`src/rtl/counter_updown_mod_pkg.sv`:
```
// ============================================================================
// counter_pkg : shared types and limits for the up/down modulo counter
// Rev 1.0
// ============================================================================
`default_nettype none

package counter_pkg;

  typedef enum logic {DIR_DOWN = 1'b0, DIR_UP = 1'b1} dir_t;
  typedef enum logic {MODE_WRAP = 1'b0, MODE_SAT = 1'b1} cnt_mode_t;

  localparam int PRESCALE_MAX = 65535;

endpackage

`default_nettype wire

```
`src/rtl/counter_updown_mod_if.sv`:
```
// ============================================================================
// counter_updown_mod_if : control and status bundle of the up/down counter
// Rev 1.0
// ============================================================================
`default_nettype none

interface counter_updown_mod_if #(
  parameter int WIDTH = 8
);
  logic             en;
  logic             up_dn;
  logic             clear;
  logic             load;
  logic [WIDTH-1:0] load_val;
  logic [WIDTH-1:0] count;
  logic             tc;
  logic             at_bound;

  modport master (
    output en, up_dn, clear, load, load_val,
    input  count, tc, at_bound
  );

  modport slave (
    input  en, up_dn, clear, load, load_val,
    output count, tc, at_bound
  );
endinterface

`default_nettype wire

```
`src/rtl/counter_updown_mod_prescale_tick.sv`:
```
// ============================================================================
// prescale_tick : emits one step per PRESCALE enabled cycles
// Rev 1.0
// ============================================================================
`default_nettype none

module prescale_tick
  import counter_pkg::*;
#(
  parameter int PRESCALE = 1
) (
  input  wire logic clk,
  input  wire logic reset,
  input  wire logic en,
  input  wire logic restart,
  output logic      step
);

  if (PRESCALE < 1 || PRESCALE > PRESCALE_MAX) begin : g_bad_prescale
    $error("prescale_tick: PRESCALE out of range");
  end

  if (PRESCALE == 1) begin : g_direct
    logic w_unused;
    assign w_unused = clk ^ reset ^ restart;
    assign step     = en;
  end else begin : g_div
    localparam int c_PW = $clog2(PRESCALE);
    localparam logic [c_PW-1:0] c_LAST = c_PW'(PRESCALE - 1);

    logic [c_PW-1:0] r_p;
    logic            w_last;

    assign w_last = (r_p == c_LAST);
    assign step   = en & w_last;

    always_ff @(posedge clk) begin
      if (reset || restart) begin
        r_p <= '0;
      end else if (en) begin
        r_p <= w_last ? '0 : r_p + c_PW'(1);
      end
    end
  end

endmodule

`default_nettype wire

```
`src/rtl/counter_updown_mod.sv`:
```
// ============================================================================
// counter_updown_mod : up/down modulo counter with load, clear, prescaler,
//                      wrap/saturate mode and terminal-count pulse
// Rev 1.0
// ============================================================================
`default_nettype none

module counter_updown_mod
  import counter_pkg::*;
#(
  parameter int WIDTH    = 8,
  parameter int MODULO   = 256,
  parameter int SATURATE = 0,
  parameter int PRESCALE = 1
) (
  input wire logic            clk,
  input wire logic            reset,
  counter_updown_mod_if.slave bus
);

  if (WIDTH < 1 || WIDTH > 32 || MODULO < 2 ||
      longint'(MODULO) > (longint'(1) << WIDTH) ||
      (SATURATE != 0 && SATURATE != 1)) begin : g_bad_params
    $error("counter_updown_mod: illegal WIDTH/MODULO/SATURATE");
  end

  localparam logic [WIDTH-1:0] c_MAX  = WIDTH'(MODULO - 1);
  localparam cnt_mode_t        c_MODE = (SATURATE != 0) ? MODE_SAT : MODE_WRAP;

  logic [WIDTH-1:0] r_count;
  logic             r_tc;
  logic [WIDTH-1:0] w_next;
  logic             w_step;
  logic             w_at_bound;
  dir_t             w_dir;

  prescale_tick #(
    .PRESCALE (PRESCALE)
  ) u_prescale (
    .clk     (clk),
    .reset   (reset),
    .en      (bus.en),
    .restart (bus.clear | bus.load),
    .step    (w_step)
  );

  assign w_dir      = dir_t'(bus.up_dn);
  assign w_at_bound = (w_dir == DIR_UP) ? (r_count == c_MAX) : (r_count == '0);

  // Explicit bound compare keeps values >= MODULO unreachable for any MODULO
  always_comb begin
    w_next = r_count;
    if (w_at_bound) begin
      if (c_MODE == MODE_WRAP) begin
        w_next = (w_dir == DIR_UP) ? '0 : c_MAX;
      end
    end else if (w_dir == DIR_UP) begin
      w_next = r_count + WIDTH'(1);
    end else begin
      w_next = r_count - WIDTH'(1);
    end
  end

  always_ff @(posedge clk) begin
    if (reset || bus.clear) begin
      r_count <= '0;
      r_tc    <= 1'b0;
    end else if (bus.load) begin
      r_count <= (bus.load_val > c_MAX) ? c_MAX : bus.load_val;
      r_tc    <= 1'b0;
    end else if (w_step) begin
      r_count <= w_next;
      r_tc    <= w_at_bound;
    end else begin
      r_tc    <= 1'b0;
    end
  end

  assign bus.count    = r_count;
  assign bus.tc       = r_tc;
  assign bus.at_bound = w_at_bound;

endmodule

`default_nettype wire

```
`src/flat_wrapper.sv`:
```
// flat-port wrapper written by rule: the top's interface ports become plain ports
module counter_updown_mod_flat import counter_pkg::*;
#(
  parameter int WIDTH    = 8,
  parameter int MODULO   = 256,
  parameter int SATURATE = 0,
  parameter int PRESCALE = 1
)
  (clk, reset, bus_en, bus_up_dn, bus_clear, bus_load, bus_load_val, bus_count, bus_tc, bus_at_bound);
  counter_updown_mod_if #(.WIDTH(WIDTH)) bus_i ();
  input wire logic clk;
  input wire logic reset;
  input wire logic [$bits(bus_i.en)-1:0] bus_en;
  input wire logic [$bits(bus_i.up_dn)-1:0] bus_up_dn;
  input wire logic [$bits(bus_i.clear)-1:0] bus_clear;
  input wire logic [$bits(bus_i.load)-1:0] bus_load;
  input wire logic [$bits(bus_i.load_val)-1:0] bus_load_val;
  output wire logic [$bits(bus_i.count)-1:0] bus_count;
  output wire logic [$bits(bus_i.tc)-1:0] bus_tc;
  output wire logic [$bits(bus_i.at_bound)-1:0] bus_at_bound;
  assign bus_i.en = bus_en;
  assign bus_i.up_dn = bus_up_dn;
  assign bus_i.clear = bus_clear;
  assign bus_i.load = bus_load;
  assign bus_i.load_val = bus_load_val;
  assign bus_count = bus_i.count;
  assign bus_tc = bus_i.tc;
  assign bus_at_bound = bus_i.at_bound;
  counter_updown_mod #(.WIDTH(WIDTH), .MODULO(MODULO), .SATURATE(SATURATE), .PRESCALE(PRESCALE)) u_core (.clk(clk), .reset(reset), .bus(bus_i));
endmodule
```
`config.mk`:
```
export PLATFORM = sky130hd
export DESIGN_NAME = counter_updown_mod_flat
export DESIGN_NICKNAME = d
export VERILOG_FILES = /design/src/rtl/counter_updown_mod_pkg.sv /design/src/rtl/counter_updown_mod_if.sv /design/src/rtl/counter_updown_mod_prescale_tick.sv /design/src/rtl/counter_updown_mod.sv /design/src/flat_wrapper.sv
export SDC_FILE = /design/constraint.sdc
export NUM_CORES = 1
export LEC_CHECK = 0
export BUFFER_PORTS_ARGS = -buffer_cell sky130_fd_sc_hd__buf_2
export CORE_UTILIZATION = 53
export DETAILED_ROUTE_END_ITERATION = 12
export PLACE_DENSITY = 0.81
export RECOVER_POWER = 100
export SYNTH_ARGS = -nofsm -noshare
export SYNTH_HDL_FRONTEND = slang
export SYNTH_SLANG_ARGS = --single-unit
```
`constraint.sdc`:
```
create_clock -name clk -period 5.45 [get_ports clk]
set_clock_uncertainty 0.05 [all_clocks]
set_input_delay 1.09 -clock clk [delete_from_list [all_inputs] [get_ports clk]]
set_output_delay 1.09 -clock clk [all_outputs]
set_load 0.05 [all_outputs]
```
Word level (Yosys, flattened, before mapping)
Index checks and enable logic that the tools add are counted.

$add $sub $neg: 2. $lt $le $gt $ge: 1. Eq/ne operators: 1. Mux-type cells: 7. Bitwise gates (word level): 1. Reductions and logical operators: 4.

Operators by type and width (count): 8-bit two-way mux (6); 8-bit by 1-bit adder with 8-bit output, second input constant (1); 8-bit equality test, second input constant (1); 8-bit > comparator, second input constant (1); 8-bit logical NOT (1); 8-bit by 1-bit subtractor with 8-bit output, second input constant (1); 3-bit OR reduction (1); 2-bit nonzero test (1); 1-bit logical OR (1); 1-bit two-way mux (1); 1-bit NOT (1).

Register bits: 9. Input port bits: 14. Output and inout bits: 10.

Depth between registers and ports, before layout
Gate-level depths: netlist of run 1.

Word-level depth: 5. Depth in mapped cells: 7. Gate-level depth less buffers: 7.

Cells and area by module
From an unflattened synthesis of run 1, not the netlist that was laid out.

Cells, all modules: 107. Area total of the unflattened synthesis: 787.0 um^2.

By module, submodules not included: counter_updown_mod (instances 1, cells an instance 106, area an instance 779.5 um^2, seq. area each 180.2 um^2); prescale_tick (instances 1, cells an instance 1, area an instance 7.5 um^2, seq. area each 0.0 um^2).

Worst setup path after synthesis of run 1
No wires, ideal clock.

Path type: in2out. Start point: in bus_up_dn. End point: out bus_at_bound. Data arrival time: 1.996 ns. Data required time: 4.310 ns. Path slack: 2.314 ns. Stages: 4. Path buffers: 1. Path through: nand2_1 -> or3_1 -> buf_6 -> nand2_1.

Cells in the longest elaborated chain, start to end: 1.

Ends and longest elaborated chain: from (decl) (RTL line flat_wrapper.sv:14) `input wire logic [$bits(bus_i.up_dn)-1:0] bus_up_dn;`; 1-bit two-way mux (RTL line counter_updown_mod.sv:48) `assign w_at_bound = (w_dir == DIR_UP) ? (r_count == c_MAX) : (r_count == '0);`; to (decl) (RTL line flat_wrapper.sv:20) `output wire logic [$bits(bus_i.at_bound)-1:0] bus_at_bound;`.

Every way passes these cells.

Final worst setup path of run 1
Ends and elaborated chain as after synthesis.

==> results.md, run 1 <==
- Run status: finished clean
- Non-Filler Instances: 139
- CTS Hold Buffers Added: 0
- RSZ-0062 raised after global routing: no
- Vias: 841
- Number of global-route vias before repair: 662
- Filler cell count in the final layout: 133
- Static leakage: 0.399 nW
- Die height: 40.3 µm
- Cell types occupying the most area after synthesis: sky130_fd_sc_hd__dfxtp_1, sky130_fd_sc_hd__ha_1, sky130_fd_sc_hd__a21oi_1, sky130_fd_sc_hd__nor2_1, sky130_fd_sc_hd__a211oi_1
- Top_reg_cell synth: sky130_fd_sc_hd__dfxtp_1
- Final number of hold-violating endpoints: 0
- Total routed wirelength: 1860 µm
- H-tree depth: 1
- Power density over the cells: 225 nW/µm²
- GRT Residual Overflow: 0
- Half-perimeter wire length after detailed placement: 1360 µm
- Signal arrival time at the worst endpoint: 2.45 ns
- Max-cap violations: 0
- # resized after CTS: 0
- Via/cell ratio: 6.05
- Cell type with the largest total area after synthesis: sky130_fd_sc_hd__dfxtp_1
- Effective utilization at floorplan: 58.3%
- Count of flip-flops with a built-in enable after synthesis: 0
- Clock latency reported for the late side of the worst-skew pair: 0.27 ns
- DRC errors left: 0
- Peak ir drop on the vdd network: 0.000143 V
- Master cell of the clock root buffer: sky130_fd_sc_hd__clkbuf_4
- Crit Path Category: input port to output port
- TritonCTS clock tree: done
- Data required time of the critical path: 4.31 ns
- Total negative slack for setup checks: 0 ns
- Average wire per standard cell: 13.4 µm
- Most instantiated library cell after synthesis: sky130_fd_sc_hd__nor2_1
- DRC marker count from the first detailed-route iteration: 21
- Clock buffers created by TritonCTS: 3
- Netlist area before placement: 778 µm²
- Worst-path fanout max: 10
- DRT Pass-1 Iters: 4
- FFs w/ async S/R, synth: 0%
- Total of endpoints with negative setup slack in the final report: 0
- Kind of start point of the critical path: input port
- Yosys warning total: 0
- Slew of the pin with the lowest slew margin: 0.598 ns
- Sort of element at the end of the critical path: output port
- Minimum period implied by the final worst setup slack: 3.59 ns
- Number of nets with antenna violations after detailed routing: 0
- Buffers inserted during post-CTS setup optimization: 0
- Count of boundary I/O pins: 24
- Die boundary width: 40.3 µm
- Last weighted congestion value of the routability-driven placer: 0.816
- Syn Area/Cell: 7.63 µm²
- Placeable core area: 1330 µm²
- Diode insertion count for antenna repair: 0
- Post-synthesis register bit count: 9
- Port Buf Inserts: 23
- R2r worst-path depth: 6
- Number of cells in the design after placement: 135
- Hold Path Stages: 3
- HP Class: flip-flop to flip-flop
- Number of clock sinks seen by CTS: 9
- Die area: 1630 µm²
- Synth Net Count: 123
- Max Clock Freq: 0.279 GHz
- Final count of pins violating max slew: 0
- Proportion of netlist area held by the largest area contributor: 23.2%
- Overall global routing resource usage: 26.8%
- Crit share post-route: 65.8%
- Synthesized instance count: 102
- Portion of the post-synthesis area used by sequential elements: 23.2%
- Worst-case headroom to the max-slew limit: 60.3%
- Syn-to-layout area delta: 15.0%
- Clock-pin slew on the worst setup and hold paths: 0.06 ns
- CTS Buffer Depth: 2
- Global-route wire length before repair: 2900 µm
- Antenna violations before repair: 0
- Most frequent cells after synthesis: sky130_fd_sc_hd__nor2_1, sky130_fd_sc_hd__a21oi_1, sky130_fd_sc_hd__dfxtp_1
- Largest net degree at the start of global routing: 21
- Layout cells sized above 1: 13.7%
- Number of distinct library cell variants in the gate-level netlist after synthesis: 36
- Number of placement rows: 13
- Net count, final: 146
area by class of cell:
| cell class | instances | area [µm²] | share of cell area [%] |
|---|---|---|---|
| clock buffers | 4 | 26.3 | 2.94 |
| inverters | 3 | 11.3 | 1.26 |
| multi-input cells | 85 | 558 | 62.4 |
| flip-flops and latches | 9 | 180 | 20.1 |
| well taps | 15 | 18.8 | 2.10 |
| repair buffers | 23 | 100 | 11.2 |
registers in the layout (all words and copies together), names as in the netlist:
signal and count:
u_core.bus.count 8, u_core.bus.tc 1
cells by family (layout without fill, tap and decap cells):
logic type / Yosys count / in the layout / synth area share (%)
AOI/OAI and AO/OA: 35 / 35 / 29.6
xor gates and xnor gates: 4 / 4 / 4.50
buffers and inverters: 8 / 30 / 5.14
DFF: 9 / 9 / 23.2
and+or+nand+nor: 38 / 38 / 24.0
muxes: 1 / 1 / 1.45
adders and majority gates: 7 / 7 / 12.2
metrics by stage:
stage          instance area [µm²]  power [W]  setup slack [ns]  utilization (%)  hold slack [ns]
2_1_floorplan                  778   0.000132              2.31                -            0.809
3_3_place_gp                   883   0.000147              2.16             66.2            0.613
3_5_place_dp                   883   0.000148              2.14             66.2            0.625
4_1_cts                        910   0.000202              2.14             68.2            0.632
5_1_grt                        895   0.000213              1.79             67.1            0.690
6_report                       895   0.000201              1.86             67.1            0.638
power breakdown:
group	switching [W]	leakage [nW]	internal (W)
combinational	0.0000452	0.310	0.0000259
clock	0.0000267	0.0150	0.0000284
sequential	0.00000572	0.0736	0.0000693
total	0.0000776	0.399	0.000124
path summary, 6_finish.rpt:
check	startpoint	slack, ns	endpoint
max reg2reg	u_core.bus.count[1]$_SDFFE_PP0P_	3.38	u_core.bus.count[7]$_SDFFE_PP0P_
min	u_core.bus.count[7]$_SDFFE_PP0P_	0.64	u_core.bus.count[7]$_SDFFE_PP0P_
max	bus_up_dn	1.86	bus_at_bound
min reg2reg	u_core.bus.count[7]$_SDFFE_PP0P_	0.64	u_core.bus.count[7]$_SDFFE_PP0P_
routing by layer:
layer	vias up	routed length (µm)	GRT usage [%]
li1	423	-	-
met5	-	0	0
met2	29	811	40.1
met1	382	893	36.6
met3	7	97	5.00
met4	0	56	12.5
cell usage in the layout (no fill, tap or decap), types with 2 or more instances in the layout:
cell type / count
sky130_fd_sc_hd__a211o_1: 2
sky130_fd_sc_hd__a211oi_1: 6
sky130_fd_sc_hd__a21o_1: 3
sky130_fd_sc_hd__a21oi_1: 10
sky130_fd_sc_hd__buf_2: 11
sky130_fd_sc_hd__clkbuf_1: 13
sky130_fd_sc_hd__clkbuf_4: 3
sky130_fd_sc_hd__dfxtp_1: 9
sky130_fd_sc_hd__ha_1: 6
sky130_fd_sc_hd__inv_1: 3
sky130_fd_sc_hd__nand2_1: 6
sky130_fd_sc_hd__nand3_1: 3
sky130_fd_sc_hd__nor2_1: 13
sky130_fd_sc_hd__nor2b_1: 2
sky130_fd_sc_hd__nor3_1: 3
sky130_fd_sc_hd__nor3b_1: 2
sky130_fd_sc_hd__nor4_1: 2
sky130_fd_sc_hd__o211ai_1: 2
sky130_fd_sc_hd__o21ai_0: 6
sky130_fd_sc_hd__or3_1: 2
sky130_fd_sc_hd__xnor2_1: 3
critical path: stages:
cell	delay, ns
sky130_fd_sc_hd__clkbuf_1	0.16
sky130_fd_sc_hd__nand2_1	0.07
sky130_fd_sc_hd__or3_1	0.53
sky130_fd_sc_hd__nand2_1	0.13
sky130_fd_sc_hd__clkbuf_1	0.47
No activity file was read; power rests on OpenSTA's default activity.
==> run 2, diff against run 1 <==
CORE_UTILIZATION = 45   (was 53)
PLACE_DENSITY = 0.73   (was 0.81)
clock period = 3.21 ns   (was 5.45 ns; I/O delays follow)
==> results.md, run 2 (synthesis results as in run 1) <==
- Global-route wire length before repair: 3070 µm
- Die boundary width: 43.6 µm
- Port Buf Inserts: 23
- RSZ-0062 raised after global routing: no
- Count of buffer and inverter cells on the critical path: 2
- Worst-path fanout max: 10
- Total of endpoints with negative setup slack in the final report: 0
- Global-route met1 utilization: 29.4%
- Diode insertion count for antenna repair: 0
- Signal arrival time at the worst endpoint: 2.02 ns
- DRC errors left: 3
- Total negative slack for setup checks: 0 ns
- DRC marker count from the first detailed-route iteration: 10
- Effective utilization at floorplan: 49.9%
- Worst-case headroom to the max-slew limit: 59.6%
- Filler cell count in the final layout: 165
- Data required time of the critical path: 2.52 ns
- Antenna violations before repair: 0
- Slew of the pin with the lowest slew margin: 0.605 ns
- Power density over the cells: 378 nW/µm²
- Number of nets with antenna violations after detailed routing: 0
- H-tree depth: 1
- TritonCTS clock tree: done
- Crit share post-route: 84.6%
- Violations in the final reports: DRC
- Series of cell instances along the critical path: clkbuf_1 > nand2_1 > or3_1 > nand2_1 > clkbuf_1
- Clock buffers created by TritonCTS: 3
- Run status: finished, violations left
- Max-cap violations: 0
- Kind of start point of the critical path: input port
- Met2 routing resource usage after global routing: 34.3%
- # resized after CTS: 0
- Number of cells in the design after placement: 136
- Most used cells in the layout excluding fill and tap cells: sky130_fd_sc_hd__nor2_1, sky130_fd_sc_hd__clkbuf_1, sky130_fd_sc_hd__buf_2, sky130_fd_sc_hd__a21oi_1, sky130_fd_sc_hd__dfxtp_1
- Number of flip-flops under the largest register name: 8
- Most congested layer reported by global routing: met2
- HP Class: input port to flip-flop
- Placeable core area: 1560 µm²
- Die height: 43.6 µm
- Max Clock Freq: 0.368 GHz
- Average wire per standard cell: 13.7 µm
- DRT Pass-1 Iters: 8
- Crit Path Category: input port to output port
- Top Family by Delay on Critical Path: simple AND/OR/NAND/NOR gates
- Final count of pins violating max slew: 0
- Stage delay of the slowest cell on the critical path: 0.55 ns
- CTS Buffer Depth: 2
- Crit-path slowest cell: sky130_fd_sc_hd__or3_1
- Number of placement rows: 14
- Peak ir drop on the vdd network: 0.000189 V
- Vias: 817
- Non-Filler Instances: 140
- Largest net degree at the start of global routing: 21
- GR met3 Demand/Resource: 1.25%
- Overall global routing resource usage: 21.6%
- Master cell of the clock root buffer: sky130_fd_sc_hd__clkbuf_4
- GRT Residual Overflow: 0
- Minimum period implied by the final worst setup slack: 2.71 ns
- Number of global-route vias before repair: 713
- Buffers inserted during post-CTS setup optimization: 0
- Die area: 1900 µm²
- Net count, final: 146
- Number of clock sinks seen by CTS: 9
- Static leakage: 0.399 nW
- CTS Hold Buffers Added: 0
- Half-perimeter wire length after detailed placement: 1410 µm
- Count of boundary I/O pins: 24
- Syn-to-layout area delta: 15.1%
- Clock-pin slew on the worst setup and hold paths: 0.06 ns
- Layout cells sized above 1: 13.7%
- Sort of element at the end of the critical path: output port
- Final number of hold-violating endpoints: 0
- Clock latency reported for the late side of the worst-skew pair: 0.26 ns
- Via/cell ratio: 5.84
- Last weighted congestion value of the routability-driven placer: 0.905
- Total routed wirelength: 1920 µm
==> run 2: cell counts in the layout (fill, tap and decap cells not counted) <==
Identical to the previous run, type by type.
==> run 2: worst reg2reg max path, cell delays in order (launching register included) <==
cell and delay [ns]:
sky130_fd_sc_hd__dfxtp_1 0.43, sky130_fd_sc_hd__ha_1 0.29, sky130_fd_sc_hd__a211oi_1 0.30, sky130_fd_sc_hd__o21ai_0 0.17
sky130_fd_sc_hd__a41oi_1 0.25, sky130_fd_sc_hd__mux2_1 0.34, sky130_fd_sc_hd__a21oi_1 0.13
==> run 2: cell type report <==
type | instances | area [µm²] | area share [%]
clock buffers | 4 | 26.3 | 2.93
inverters | 3 | 11.3 | 1.26
repair buffers | 23 | 100 | 11.2
multi-input cells | 85 | 558 | 62.3
flip-flops and latches | 9 | 180 | 20.1
well taps | 16 | 20.0 | 2.23
==> run 2: power breakdown <==
part / switching [W] / total [W] / internal (W)
registers: 0.00000958 / 0.000127 / 0.000118
clock network: 0.0000430 / 0.0000909 / 0.0000479
logic: 0.0000766 / 0.000121 / 0.0000439
total: 0.000129 / 0.000339 / 0.000210
==> run 2: path summary, 6_finish.rpt <==
path / cells past startpoint / to / start / slack, ns
worst max register to register: 6 / u_core.bus.count[7]$_SDFFE_PP0P_ / u_core.bus.count[1]$_SDFFE_PP0P_ / 1.17
worst min register to register: 3 / u_core.bus.count[7]$_SDFFE_PP0P_ / u_core.bus.count[7]$_SDFFE_PP0P_ / 0.65
worst max-delay path: 5 / bus_at_bound / bus_up_dn / 0.50
worst min-delay path: 3 / u_core.bus.count[0]$_SDFFE_PP0P_ / bus_load_val[0] / 0.57
==> run 2: per-stage QoR <==
| step | utilization, % | instance area [µm²] | total power, W | hold slack [ns] | worst slack, ns |
|---|---|---|---|---|---|
| floorplan | - | 778 | 0.000223 | 0.735 | 0.787 |
| global placement | 56.7 | 885 | 0.000250 | 0.624 | 0.733 |
| detailed placement | 56.7 | 885 | 0.000252 | 0.638 | 0.646 |
| CTS | 58.4 | 911 | 0.000344 | 0.568 | 0.734 |
| global route | 57.5 | 896 | 0.000360 | 0.600 | 0.393 |
| finish | 57.5 | 896 | 0.000339 | 0.568 | 0.495 |
==> run 2: layer usage <==
metal | share of wire [%] | vias to the layer above
met4 | 0.99 | 0
li1 | - | 424
met1 | 48 | 374
met3 | 2.8 | 2
met2 | 48 | 17
met5 | 0 | -
